**src/rtl/judge_display_sched_pkg.sv**
```systemverilog
// Shared definitions for the judge display path.
// Holds the 2-bit judge encoding (shared with the display decoder and the
// judge generators) and the scheduler FSM state encoding.
package judge_display_sched_pkg;

    typedef logic [1:0] judge_t;

    localparam judge_t JUDGE_IDLE    = 2'b00;
    localparam judge_t JUDGE_MISS    = 2'b01;
    localparam judge_t JUDGE_NORMAL  = 2'b10;
    localparam judge_t JUDGE_PERFECT = 2'b11;

    typedef enum logic [1:0] {
        ST_IDLE = 2'd0,
        ST_SHOW = 2'd1,
        ST_GAP  = 2'd2
    } sched_state_e;

    function automatic int max_int(input int a, input int b);
        return (a > b) ? a : b;
    endfunction

endpackage

```
**src/rtl/judge_display_sched_rr_arbiter.sv**
```systemverilog
// Combinational round-robin arbiter.
// Searches the request vector upward from i_ptr, wrapping past the top lane,
// and reports the first requesting lane. The pointer register is owned by
// the caller.
// Ports:
//   i_req      per-lane request vector
//   i_ptr      lane index where the search starts
//   o_gnt_vld  at least one request is present
//   o_gnt_idx  granted lane index (0 when o_gnt_vld is low)
module judge_display_sched_rr_arbiter #(
    parameter int N_LANES = 4,
    parameter int LANE_W  = $clog2(N_LANES)
) (
    input  logic [N_LANES-1:0] i_req,
    input  logic [LANE_W-1:0]  i_ptr,
    output logic               o_gnt_vld,
    output logic [LANE_W-1:0]  o_gnt_idx
);

    int                idx;
    logic [LANE_W-1:0] idx_w;

    always_comb begin
        o_gnt_vld = 1'b0;
        o_gnt_idx = '0;
        idx       = 0;
        idx_w     = '0;
        for (int i = 0; i < N_LANES; i++) begin
            // Wrap by subtraction so N_LANES need not be a power of two.
            idx = int'(i_ptr) + i;
            if (idx >= N_LANES) begin
                idx = idx - N_LANES;
            end
            idx_w = LANE_W'(idx);
            if (!o_gnt_vld && i_req[idx_w]) begin
                o_gnt_vld = 1'b1;
                o_gnt_idx = idx_w;
            end
        end
    end

endmodule

```
**src/rtl/judge_display_sched.sv**
```systemverilog
// Schedules per-lane judge events onto the single shared judge display.
// Each lane keeps one pending slot holding its latest event. Slots are
// granted round-robin; a granted judge is shown for HOLD_CYCLES cycles,
// followed by GAP_CYCLES blank cycles (none when GAP_CYCLES is 0).
// Ports:
//   i_clk        system clock
//   i_rst_n      asynchronous active-low reset
//   i_clear      synchronous clear of slots, pointer, timer and display
//   i_judge_vld  per-lane one-cycle event strobe
//   i_judge      per-lane judge codes, lane k at [2k+1:2k]
//   o_judge      judge code to the display decoder, 00 when blank
//   o_lane       lane currently shown, 0 when not showing
//   o_busy       high while showing or in the blank gap
//   o_drop       one-cycle pulse when a pending unshown event was overwritten
module judge_display_sched
    import judge_display_sched_pkg::*;
#(
    parameter int N_LANES     = 4,
    parameter int HOLD_CYCLES = 25_000_000,
    parameter int GAP_CYCLES  = 2_500_000,
    localparam int LANE_W     = $clog2(N_LANES),
    localparam int CNT_W      = $clog2(max_int(HOLD_CYCLES, GAP_CYCLES) + 1)
) (
    input  logic                   i_clk,
    input  logic                   i_rst_n,
    input  logic                   i_clear,
    input  logic [N_LANES-1:0]     i_judge_vld,
    input  logic [2*N_LANES-1:0]   i_judge,
    output logic [1:0]             o_judge,
    output logic [LANE_W-1:0]      o_lane,
    output logic                   o_busy,
    output logic                   o_drop
);

    sched_state_e              state_q, state_d;
    logic [CNT_W-1:0]          timer_q, timer_d;
    logic [LANE_W-1:0]         ptr_q, ptr_d;
    logic [N_LANES-1:0]        slot_vld_q, slot_vld_d;
    logic [N_LANES-1:0][1:0]   slot_code_q, slot_code_d;
    judge_t                    judge_q, judge_d;
    logic [LANE_W-1:0]         lane_q, lane_d;
    logic                      busy_q, busy_d;
    logic                      drop_q, drop_d;

    logic                      gnt_vld;
    logic [LANE_W-1:0]         gnt_idx;
    logic                      do_grant;

    judge_display_sched_rr_arbiter #(
        .N_LANES (N_LANES),
        .LANE_W  (LANE_W)
    ) u_arb (
        .i_req     (slot_vld_q),
        .i_ptr     (ptr_q),
        .o_gnt_vld (gnt_vld),
        .o_gnt_idx (gnt_idx)
    );

    always_comb begin
        state_d     = state_q;
        timer_d     = timer_q;
        ptr_d       = ptr_q;
        slot_vld_d  = slot_vld_q;
        slot_code_d = slot_code_q;
        judge_d     = judge_q;
        lane_d      = lane_q;
        drop_d      = 1'b0;
        do_grant    = 1'b0;

        case (state_q)
            ST_IDLE: begin
                if (gnt_vld) begin
                    do_grant = 1'b1;
                end
            end
            ST_SHOW: begin
                if (timer_q == '0) begin
                    if (GAP_CYCLES > 0) begin
                        judge_d = JUDGE_IDLE;
                        lane_d  = '0;
                        timer_d = CNT_W'(GAP_CYCLES - 1);
                        state_d = ST_GAP;
                    end else if (gnt_vld) begin
                        // Back-to-back mode: hand the display straight over.
                        do_grant = 1'b1;
                    end else begin
                        judge_d = JUDGE_IDLE;
                        lane_d  = '0;
                        state_d = ST_IDLE;
                    end
                end else begin
                    timer_d = timer_q - CNT_W'(1);
                end
            end
            ST_GAP: begin
                if (timer_q == '0) begin
                    if (gnt_vld) begin
                        do_grant = 1'b1;
                    end else begin
                        state_d = ST_IDLE;
                    end
                end else begin
                    timer_d = timer_q - CNT_W'(1);
                end
            end
            default: begin
                state_d = ST_IDLE;
            end
        endcase

        if (do_grant) begin
            judge_d = slot_code_q[gnt_idx];
            lane_d  = gnt_idx;
            ptr_d   = (gnt_idx == LANE_W'(N_LANES - 1)) ? '0 : gnt_idx + 1'b1;
            timer_d = CNT_W'(HOLD_CYCLES - 1);
            state_d = ST_SHOW;
        end

        // The granted slot is freed first, so a new event on the lane being
        // granted lands in an empty slot and does not count as a drop.
        for (int k = 0; k < N_LANES; k++) begin
            if (do_grant && (gnt_idx == LANE_W'(k))) begin
                slot_vld_d[k] = 1'b0;
            end
            if (i_judge_vld[k] && (i_judge[2*k +: 2] != JUDGE_IDLE)) begin
                if (slot_vld_d[k]) begin
                    drop_d = 1'b1;
                end
                slot_vld_d[k]  = 1'b1;
                slot_code_d[k] = i_judge[2*k +: 2];
            end
        end

        if (i_clear) begin
            state_d     = ST_IDLE;
            timer_d     = '0;
            ptr_d       = '0;
            slot_vld_d  = '0;
            slot_code_d = '0;
            judge_d     = JUDGE_IDLE;
            lane_d      = '0;
            drop_d      = 1'b0;
        end

        busy_d = (state_d != ST_IDLE);
    end

    always_ff @(posedge i_clk or negedge i_rst_n) begin
        if (!i_rst_n) begin
            state_q     <= ST_IDLE;
            timer_q     <= '0;
            ptr_q       <= '0;
            slot_vld_q  <= '0;
            slot_code_q <= '0;
            judge_q     <= JUDGE_IDLE;
            lane_q      <= '0;
            busy_q      <= 1'b0;
            drop_q      <= 1'b0;
        end else begin
            state_q     <= state_d;
            timer_q     <= timer_d;
            ptr_q       <= ptr_d;
            slot_vld_q  <= slot_vld_d;
            slot_code_q <= slot_code_d;
            judge_q     <= judge_d;
            lane_q      <= lane_d;
            busy_q      <= busy_d;
            drop_q      <= drop_d;
        end
    end

    assign o_judge = judge_q;
    assign o_lane  = lane_q;
    assign o_busy  = busy_q;
    assign o_drop  = drop_q;

endmodule

```
**config.mk**
```make
export PLATFORM = sky130hd
export DESIGN_NAME = judge_display_sched
export DESIGN_NICKNAME = d
export VERILOG_FILES = /design/src/rtl/judge_display_sched_pkg.sv /design/src/rtl/judge_display_sched_rr_arbiter.sv /design/src/rtl/judge_display_sched.sv
export SDC_FILE = /design/constraint.sdc
export NUM_CORES = 1
export LEC_CHECK = 0
export ABC_AREA = 1
export CORE_MARGIN = 2
export CORE_UTILIZATION = 31
export DETAILED_ROUTE_END_ITERATION = 12
export GPL_ROUTABILITY_DRIVEN = 0
export PLACE_DENSITY_LB_ADDON = 0.3
export SETUP_SLACK_MARGIN = 0.4
export SLEW_MARGIN = 30
export SYNTH_ARGS = -nofsm -noshare
export SYNTH_HDL_FRONTEND = slang
export SYNTH_SLANG_ARGS = --single-unit
```
**constraint.sdc**
```tcl
create_clock -name i_clk -period 3.9 [get_ports i_clk]
set_input_delay 0.585 -clock i_clk [delete_from_list [all_inputs] [get_ports i_clk]]
set_output_delay 0.585 -clock i_clk [all_outputs]
set_load 0.02 [all_outputs]
```
* Word-level counts from Yosys, hierarchy flattened
Index checks and enable logic that the tools add are counted.
Word-level totals: output and inout port bits 6, input port bits 15, register bits 47
Cells by class: mux-type cells 68, reduce and logical (&&, ||, !) cells 32, order comparisons 9, eq/ne operators 6, $add $sub $neg 9
Operator list (number):
- $mux W25 | 4
- $mux W2 | 27
- $pmux W25 S2 | 1
- $mux W1 | 27
- $logic_not A25 Y1 | 1
- $sub A25 B1 Y25 const B | 1
- $reduce_bool A2 Y1 | 10
- $lt A2 B3 Y1 const B | 5
- $logic_and A1 B1 Y1 | 11
- $ge A3 B3 Y1 const B | 3
- $bmux W1 S2 | 4
- $mux W8 | 1
- $sub A2 B1 Y2 const B | 4
- $add A2 B2 Y3 const B | 2
- $eq A2 B2 Y1 const B | 3
- $pmux W2 S3 | 1
- $reduce_bool A3 Y1 | 2
- $bmux W2 S2 | 1
- $eq A2 B1 Y1 const B | 2
- $logic_not A2 Y1 | 2
- $mux W4 | 1
- $ne A4 B4 Y1 const B | 1
- $reduce_and A2 Y1 | 2
- $reduce_bool A4 Y1 | 1
- other kinds (5) | 7

* Depth between registers and ports, before layout
depth in word-level cells 28, depth in mapped cells 17, gate-level depth less buffers 16

* Cells and area by module
A second synthesis with hierarchy kept.
Second synthesis, totals: cells, all modules 442, area, all modules 3241.9 um^2
Modules (own cells, without submodules):
- judge_display_sched | cells each 383, times used 1, area each 2922.8 um^2
- judge_display_sched_rr_arbiter | cells each 59, times used 1, area each 319.1 um^2

* Least setup slack after synthesis
No wires, ideal clock.
path type reg-to-reg, from register ptr_q[0], to register drop_q (netlist: o_drop), arrival 1814 ps, setup slack 1954 ps, buffers on the path 1, stages on the path, launching flop included 15, required time 3768 ps, path through dfrtp_1 buf_6 inv_4 nand2_1 nand3_1 nand2_1 nor2_4 nand3_2 nand3_1 ha_1 nand3_1 nand3_1 nand2_1 nor2_1 nor2_1
On the way: cells in the longest elaborated chain, start to end 28
RTL lines:
- start: declaration | RTL line judge_display_sched.sv:37 | logic [LANE_W-1:0] ptr_q, ptr_d;
- start signal: assignment | RTL line judge_display_sched.sv:162 | ptr_q <= ptr_d;
- parallel branches: the longest is 26 deep, another holds $add A2 B1 Y3
- $mux W1 * | RTL line judge_display_sched.sv:125 | if (i_judge_vld[k] && (i_judge[2*k +: 2] != JUDGE_IDLE)) begin
- $mux W1 * | RTL line judge_display_sched.sv:134 | if (i_clear) begin
- via drop_d | RTL line judge_display_sched.sv:43 | logic drop_q, drop_d;
- end signal: assignment | RTL line judge_display_sched.sv:168 | drop_q <= drop_d;
- end: declaration | RTL line judge_display_sched.sv:43
Mark *: on every way through the listed nets, which the timed path passes. The select of a mux whose other input is x is not followed. A chain may end at the register's enable or synchronous reset.

* Worst setup path in the final report
from register ptr_q[0], to register timer_q[24]
On the way: cells in the longest elaborated chain, start to end 19
RTL lines:
- parallel branches: the longest is 13 deep, another holds $add A2 B1 Y3
- $mux W1 * | RTL line judge_display_sched_rr_arbiter.sv:35 | if (!o_gnt_vld && i_req[idx_w]) begin
- $mux W1 * | RTL line judge_display_sched.sv:72, judge_display_sched.sv:97
- $mux W1 | RTL line judge_display_sched.sv:96 | if (timer_q == '0) begin
- $pmux W1 S2 * | RTL line judge_display_sched.sv:70 | case (state_q)
- $ne A4 B4 Y1 (no line), or another cell as far along
- $reduce_and A2 Y1 (no line) or $mux W25 (tied branches)
- end signal: assignment | RTL line judge_display_sched.sv:161 | timer_q <= timer_d;
- end: declaration | RTL line judge_display_sched.sv:36 | logic [CNT_W-1:0] timer_q, timer_d;
Mark *: on every way between the ends. The select of a mux whose other input is x is not followed.

==> results.sh <==
export IMPL_htreeDepth=2
export IMPL_fin_crit_sh=0.6823
export IMPL_yosys_warnings=0
export IMPL_m1WireLength_microns=3728
export IMPL_min_path_type="primary input to asynchronous set/reset pin"
export IMPL_final_area_sq_um=3596
export IMPL_port_buffers=20
export IMPL_path_cells="inv_4 > nand2_1 > nand2_1 > nand2_1 > nand2_1 > nor2_4 > nand3_2 > nand2_4 > nor2_4 > inv_1 > nand2_1 > nand2_1 > o21ai_2"
export IMPL_avgSynthCellArea_sq_um=6.890
export IMPL_rows=36
export IMPL_start_kind="register"
export IMPL_synth_cells=460
export IMPL_slew_headroom=0.5645
export IMPL_cts_buffer_depth=2
export IMPL_synth_largest_area_cell="dfrtp_1"
export IMPL_wl_met3_microns=227
export IMPL_setup_tns_ns=0
export IMPL_outcome="finished clean"
export IMPL_drt_initial_drc_count=132
export IMPL_gr_usage_all_layers=0.1517
export IMPL_fin_cells=615
export IMPL_clock_sinks=47
export IMPL_grt_pass1_vias=2891
export IMPL_antenna_left=0
export IMPL_grt_overflow=0
export IMPL_crit_type="register to register"
export IMPL_cts_tree="done"
export IMPL_finalClockSkew_ns=0.01092
export IMPL_p_int_mw=1.211
export IMPL_dpl_instance_area_sq_um=3492
export IMPL_syn_area_sq_um=3169
export IMPL_rsz0062_at_grt="false"
export IMPL_power_density_nw_per_um2=666.7
export IMPL_synth_seq_area_share=0.3711
export IMPL_cp_slowest_cell="dfrtp_1"
export IMPL_timing_hold_violations_final=0
export IMPL_syn_nets=485
export IMPL_core_region_area_sq_um=9864
export IMPL_pwr_share_clk=0.139
export IMPL_yosys_cell_types_count=33
export IMPL_drive_gt1_frac=0.06224
export IMPL_vias=3016
export IMPL_crit_required_ns=4.09
export IMPL_synth_area_leaders="dfrtp_1 37%, nand2_1 17%, nand3_1 7.7%"
export IMPL_cp_end_kind="register"
export IMPL_die_w_microns=105.1
export IMPL_comb_power_share=0.545
export IMPL_cts_root_buf="clkbuf_8"
export IMPL_cap_viol_max_count=0
export IMPL_power_switching_mw=1.186
export IMPL_ys_ff_latch=47
export IMPL_grt_pass1_wl_microns=13570
export IMPL_viasPerCell=4.904
export IMPL_switching_share=0.4948
export IMPL_drc=0
export IMPL_detailed_place_hpwl_microns=6055
export IMPL_syn_to_final_growth_pct=13.46
export IMPL_antennaDiodeCount=0
export IMPL_highest_layer="met4"
export IMPL_final_core_util=0.3645
export IMPL_layout_commonest_cell="nand2_1"
export IMPL_cp_common_cell="nand2_1"
export IMPL_die_height_microns=105.1
export IMPL_grt_antenna_before_repair=0
export IMPL_final_cell_mix="147 x nand2_1, 63 x nor2_1, 49 x nand3_1"
export IMPL_routed_wl_microns=7996
export IMPL_wl_met2_microns=3924
export IMPL_crit_buf_inv=2
export IMPL_synth_top_cell_area_share=0.3711
export IMPL_cts_resized=0
export IMPL_numCtsBuffers=5
export IMPL_ir_drop_mv=0.2217
export IMPL_final_nets=506
export IMPL_clk_latency_ns=0.31
export IMPL_die_area_sq_um=11050
export IMPL_post_cts_buffers=0
export IMPL_seqPwrFrac=0.316
export IMPL_crit_path_max_fanout=17
export IMPL_p_leak_nw=1.806
export IMPL_cp_slowest_stage_delay_ns=0.54
export IMPL_crit_arrival_ns=2.86
export IMPL_power_mw=2.397
export IMPL_wl_per_cell_microns=13.00
export IMPL_max_slew_worst_pin_slew_ns=0.6512
export IMPL_final_max_slew_viol_count=0
export IMPL_ioPinCount=21
export IMPL_clkTransAtPathRegs_ns=0.10
export IMPL_critical_path_top_delay_family="simple AND/OR/NAND/NOR gates"
export IMPL_start_util=0.3213
export IMPL_grt_start_max_net_pins=48
export IMPL_dp_cells=607
export IMPL_fmax_mhz=375.8
export IMPL_finalCriticalPeriod_ns=2.661
export IMPL_firstDrtPassIters=4
export IMPL_setup_viol=0
export IMPL_holdBufCountCts=0
-- cell usage after synthesis --
cell type	count
nand3_2	1
xnor2_1	2
nand4_1	9
nand3b_1	1
nor3_1	4
inv_2	1
dfrtp_1	47
inv_1	42
o31ai_1	1
o21ai_2	7
o21ai_0	20
inv_6	1
buf_2	1
nor2_1	63
nand2_1	147
clkbuf_1	3
o22ai_1	1
o21bai_1	2
xor2_1	9
buf_6	2
a21oi_1	19
nor2_4	3
nand2_4	2
a31oi_1	1
ha_1	10
buf_4	2
or2_2	2
a21o_1	1
nand3_1	49
inv_4	1
o211ai_1	4
nor4_1	1
nor3_2	1
-- final cells by class --
cell class | count | area (sq um)
fill | 1012 | 6269
multi-input combinational | 360 | 1763
sequential | 47 | 1176
timing repair buffer | 22 | 210.2
inverter | 45 | 176.4
tap | 133 | 166.4
clock buffer | 7 | 96.34
clock inverter | 1 | 7.507
-- per-layer routing --
metal / vias to the layer above / global-route usage
li1: 1531 / -
met1: 1419 / 0.1936
met2: 53 / 0.2630
met3: 13 / 0.02433
met4: 0 / 0.04476
met5: - / 0
-- flip-flops by register name (all words and copies together) (netlist names) --
signal       cells
timer_q         25
slot_code_q      8
slot_vld_q       4
o_judge          2
o_lane           2
ptr_q            2
state_q          2
o_busy           1
o_drop           1
-- kinds of logic after synthesis --
kind of cell	after synthesis	synth area share
compound gates	56	0.1038
buf+inv	53	0.07264
simple gates	283	0.3826
flops	47	0.3711
fa+ha+maj	10	0.03948
xor+xnor	11	0.03040
-- path summary, 6_finish.rpt --
check,from,end,slack (ns),depth (start not counted)
worst min-delay path,i_rst_n,slot_vld_q[0],0.37,2
worst max-delay path,ptr_q[0],timer_q[24],1.24,13
worst max register to register,ptr_q[0],timer_q[24],1.24,13
worst min register to register,o_lane[1],o_lane[1],0.49,2
max in group asynchronous,i_rst_n,timer_q[0],3.12,2
min in group i_clk,o_lane[1],o_lane[1],0.49,2
-- power groups by stage --
| stage | Combinational [mW] | Sequential, mW | Clock, mW |
|---|---|---|---|
| floorplan | 0.999 | 0.745 | 0 |
| global placement | 1.29 | 0.764 | 0 |
| detailed placement | 1.31 | 0.765 | 0 |
| CTS | 1.31 | 0.757 | 0.347 |
| global route | 1.50 | 0.780 | 0.365 |
| finish | 1.31 | 0.758 | 0.334 |
-- per-stage QoR --
stage / hold slack (ns) / setup WS (ns)
CTS: 0.3876 / 1.244
detailed placement: 0.4771 / 1.182
global route: 0.4141 / 0.9549
floorplan: 0.2894 / 1.954
global placement: 0.4761 / 1.231
finish: 0.3660 / 1.239
-- worst register-to-register path: cells and delay by family (launching register included) --
| kind | cells | cell delay, ns |
|---|---|---|
| buf+inv | 2 | 0.60 |
| simple gates | 10 | 1.34 |
| compound gates | 1 | 0.05 |
| flops | 1 | 0.54 |
(Power assumes the default switching activity.)
==> edit 1 (config.mk and constraints unchanged) <==
Set the parameter `HOLD_CYCLES` to 50_000_000 (it was 25_000_000).
--- a/src/rtl/judge_display_sched.sv
+++ b/src/rtl/judge_display_sched.sv
@@ -16,7 +16,7 @@
     import judge_display_sched_pkg::*;
 #(
     parameter int N_LANES     = 4,
-    parameter int HOLD_CYCLES = 25_000_000,
+    parameter int HOLD_CYCLES = 50_000_000,
     parameter int GAP_CYCLES  = 2_500_000,
     localparam int LANE_W     = $clog2(N_LANES),
     localparam int CNT_W      = $clog2(max_int(HOLD_CYCLES, GAP_CYCLES) + 1)
Formal check against the unedited RTL: same outputs for any inputs over 10 cycles, from zero or initial values and one cycle with i_rst_n low; that may be too few to reach the edited logic, so the function may still have changed.
==> edit 1 against the unedited design <==
- power rose by 9.5%
- routed wire length rose by 5.3%
- sequential share of layout area fell by 0.20 points
- sequential power rose by 3.6%
- global-route usage rose by 0.62 points
- synthesized area rose by 2.3%
- first-iteration DRC count rose by 45%
- worst setup slack improved by 0.26 ns
- sequential cell count rose by 1
- design area rose by 2.7%
- fmax rose by 11%
- clock skew rose by 0.0068 ns
- largest power group unchanged
==> edit 1: results (changes against the unedited design) <==
Clk_skew: 0.0177 ns (+0.00680 ns)
Least-Margin Pin Slew: 0.526 ns (-0.125 ns)
Synth warn: 0 (unchanged)
Worst vdd ir: 0.213 mV (-3.8%)
Post_cts resized: 0 (unchanged)
Internal power: 1.32 mW (+9.3%)
H-tree levels: 2 (unchanged)
R2R depth: 15 (+2)
Clock transition at path regs: 0.10 ns (about the same)
Post-synth top cells: 155 x nand2_1, 52 x nor2_1, 49 x nand3_1, 48 x dfrtp_1, 43 x inv_1
GRT Util Overall: 0.158 (+0.00619)
Vias in the first global route: 2957 (+2.3%)
Critical path's top delay family: simple AND/OR/NAND/NOR gates
DP Worst Slack: 1.52 ns (+0.334 ns)
Total CTS buffers: 5 (unchanged)
Pleak: 1.80 nW (-0.37%)
Internal reg-to-reg setup slack: 1.50 ns (+0.26 ns)
HPWL after DPL: 6480 um (+6.9%)
Sequential area share after synthesis: 0.371 (-0.000588)
Largest net degree at the start of global routing: 36 (-25%)
Crit path DAT: 2.65 ns (-0.21 ns)
CTS root buf: clkbuf_8
Period utilisation layout: 0.614 (-0.0679)
Port buffer count: 20 (unchanged)
R2r startpoint: ptr_q[0]
Global-route wire length before repair: 14400 um (+5.8%)
Comb power frac: 0.553 (+0.008)
Drt initial violations: 191 (+45%)
Status: completed
CP max-delay cell: dfrtp_1
Worst Hold Class: input port to async pin
Final setup fails: 0 (unchanged)
Max incr delay on CP: 0.56 ns (+0.02 ns)
Vias: 3094 (+2.6%)
Crit Path Category: register to register
Worst R2R End: o_drop
Largest registers: timer_q x26, slot_code_q x8, slot_vld_q x4
Synth area leaders: dfrtp_1 37%, nand2_1 18%, nand3_1 7.6%, nor2_1 6.0%, inv_1 5.0%
Unique masters post-synth: 32 (-3.0%)
Clock buffer depth: 2 (unchanged)
Final nets: 515 (+1.8%)
Post-CTS setup repair buffer count: 0 (unchanged)
Routed WL per cell: 13.4 um (+3.3%)
Number of detailed-route iterations in the first pass: 5 (+1)
Insertion delay to the later sink of the worst-skew pair: 0.31 ns (about the same)
Main synth FF type: dfrtp_1
Syn nets: 493 (+1.6%)
Seq group: 785 uW (+3.6%)
N_diodes: 0 (unchanged)
Critical path peak fanout: 10 (-7)
Antenna violations before repair: 0 (unchanged)
Post-synth ARST share: 1.00 (unchanged)
Share of layout cells above drive strength 1: 0.0794 (+0.0172)
## edit 1: how the worst min path moves through the flow
stage                from  depth (start not counted)  slack, ns    endpoint
5_1_grt           i_rst_n                          1       0.19  timer_q[6]
2_1_floorplan     i_rst_n                          0       0.29      o_busy
4_1_cts           i_rst_n                          1       0.18  timer_q[6]
3_5_place_dp   timer_q[1]                          2       0.47  timer_q[1]
6_report          i_rst_n                          1       0.18  timer_q[6]
3_3_place_gp   timer_q[1]                          2       0.47  timer_q[1]
## edit 1: layer usage
| metal | GRT usage | wire length, um | vias up |
|---|---|---|---|
| li1 | - | - | 1554 |
| met3 | 0.0300 | 244 | 16 |
| met4 | 0.0517 | 158 | 0 |
| met2 | 0.260 | 4030 | 60 |
| met5 | 0 | 0 | - |
| met1 | 0.208 | 3980 | 1464 |
## edit 1: cell families (layout without fill, tap and decap cells)
kind of cell	after synthesis	after routing	share of synthesized area
and+or+nand+nor	285	285	0.383
xor gates and xnor gates	10	10	0.0270
adders and majority gates	10	10	0.0386
DFF	48	48	0.371
buffers and inverters	56	79	0.0726
AOI/OAI and AO/OA	59	59	0.108
## edit 1: metrics by stage
step / hold WS (ns) / instance area, sq um / power (mW) / std cells
after CTS: 0.182 / 3690 / 2.63 / 627
after detailed placement: 0.469 / 3570 / 2.24 / 619
after global routing: 0.191 / 3690 / 2.89 / 627
after global placement: 0.474 / 3570 / 2.22 / 619
after floorplan: 0.289 / 3240 / 1.88 / 468
final: 0.177 / 3690 / 2.63 / 627
## edit 1: cell type report
class / instances / area [sq um]
fillers: 1056 / 6540
inverters: 49 / 186
flip-flops and latches: 48 / 1200
well taps: 136 / 170
clock inverters: 2 / 38.8
multi-input cells: 364 / 1810
repair buffers: 22 / 210
clock buffers: 6 / 82.6
==> edit 2 (config.mk and constraints unchanged) <==
Made on the original files. Reset style: synchronous (`i_rst_n`), changed in one clocked block. Comments in the files are not updated.
--- a/src/rtl/judge_display_sched.sv
+++ b/src/rtl/judge_display_sched.sv
@@ -145,7 +145,7 @@
         busy_d = (state_d != ST_IDLE);
     end
 
-    always_ff @(posedge i_clk or negedge i_rst_n) begin
+    always_ff @(posedge i_clk) begin
         if (!i_rst_n) begin
             state_q     <= ST_IDLE;
             timer_q     <= '0;
Function: differs if i_rst_n is asserted again (counterexample within 4 cycles, from zero or initial values and one cycle with i_rst_n low); with i_rst_n held inactive, the same outputs for 10 cycles.
==> edit 2 against the unedited design <==
- fmax increased by 17%
- worst hold slack improved by 0.10 ns
- sequential cell count unchanged
- critical path depth increased by 1
- global-route usage increased by 0.14 points
- sequential power decreased by 3.7%
- critical path type unchanged
- final cell count decreased by 9.3%
- synthesized area decreased by 9.1%
- largest cell class unchanged
- routed wire length decreased by 9.1%
- power increased by 37%
- design area decreased by 8.8%
- worst setup slack improved by 0.39 ns
==> edit 2: results (changes against the unedited design) <==
Final std cells w/o fill: 558 (-9.3%)
Post-synth top cells: 97 x nand2_1, 47 x dfxtp_1, 46 x inv_1, 46 x nor2_1, 39 x a21oi_1
Placement Cell Area: 3180 sq um (-8.8%)
DP Worst Slack: 1.65 ns (+0.470 ns)
Worst vdd ir: 0.460 mV (+110%)
Pleak: 1.42 nW (-21%)
Max incr delay on CP: 0.58 ns (+0.04 ns)
Largest net degree at the start of global routing: 23 (-52%)
Routed WL per cell: 13.0 um (+0.18%)
GRT Util Overall: 0.153 (+0.00145)
Internal power: 1.50 mW (+24%)
HPWL after DPL: 5460 um (-9.8%)
CP max-delay cell: dfxtp_1
Unique masters post-synth: 42 (+27%)
Cells after Synth: 424 (-7.8%)
Hold Slack: 0.466 ns (+0.0997 ns)
Status: completed
Max transition margin: 0.594 (+0.0298)
Final nets: 467 (-7.7%)
Clk_skew: 0.0155 ns (+0.00460 ns)
Post_cts resized: 0 (unchanged)
Post-layout min period: 2.27 ns (-0.395 ns)
Vias in the first global route: 2633 (-8.9%)
Sequential area share after synthesis: 0.327 (-0.0444)
Via/cell ratio: 4.84 (-1.4%)
Share of layout cells above drive strength 1: 0.112 (+0.0496)
Global-route wire length before repair: 12100 um (-11%)
Crit path DAT: 2.48 ns (-0.38 ns)
Post-synth ARST share: 0 (-1.00)
Synth area leaders: dfxtp_1 33%, nand2_1 13%, a21oi_1 6.8%, inv_1 6.0%, nor2_1 6.0%
Worst Hold Class: register to register
Critical path peak fanout: 10 (-7)
## edit 2: changes by cell type after synthesis, moves of 5 or more
cell     unedited run  this run
a21oi_1            19        39
dfrtp_1            47         0
dfxtp_1             0        47
inv_2               1         6
nand2_1           147        97
nand2_2             0         6
nand3_1            49        26
nor2_1             63        46
nor2_2              0         6
o21ai_1             0         6
o21ai_2             7         0
## edit 2: layout make-up
type                       count  area, sq um
inverter                      54          208
sequential                    47          941
timing repair buffer          23          223
tap                          111          139
fill                        1002         5830
multi-input combinational    315         1670
clock inverter                 3         25.0
clock buffer                   5         68.8
## edit 2: critical path: cells and delay by family, from the launching register on
kind          cells  cell delay [ns]
buf+inv           1             0.18
simple gates     12             1.22
fa+ha+maj         1             0.17
flops             1             0.58
## edit 2: power by group through the flow
| stage | registers [mW] | clock network [mW] | logic, mW |
|---|---|---|---|
| CTS | 0.729 | 0.327 | 2.25 |
| floorplan | 0.709 | 0 | 1.82 |
| global placement | 0.738 | 0 | 2.22 |
| detailed placement | 0.739 | 0 | 2.23 |
| finish | 0.730 | 0.313 | 2.25 |
| global route | 0.751 | 0.350 | 2.53 |
## edit 2: metal layers
| metal | up-vias | GRT usage | wire, um |
|---|---|---|---|
| li1 | 1416 | - | - |
| met2 | 55 | 0.260 | 3460 |
| met1 | 1217 | 0.191 | 3390 |
| met4 | 0 | 0.0506 | 123 |
| met3 | 10 | 0.0362 | 298 |
| met5 | - | 0 | 0 |
## edit 2: worst paths after layout
check                      start              to  depth (start not counted)
hold / removal    slot_code_q[1]  slot_code_q[1]                          2
setup reg to reg        ptr_q[0]          o_drop                         14
hold reg to reg   slot_code_q[1]  slot_code_q[1]                          2
setup / recovery        ptr_q[0]          o_drop                         14
## edit 2: logic make-up after synthesis
| kind of cell | Yosys count | synth area share |
|---|---|---|
| simple gates | 219 | 0.372 |
| compound gates | 79 | 0.149 |
| buf+inv | 62 | 0.0921 |
| flops | 47 | 0.327 |
| xor+xnor | 11 | 0.0334 |
| fa+ha+maj | 6 | 0.0261 |
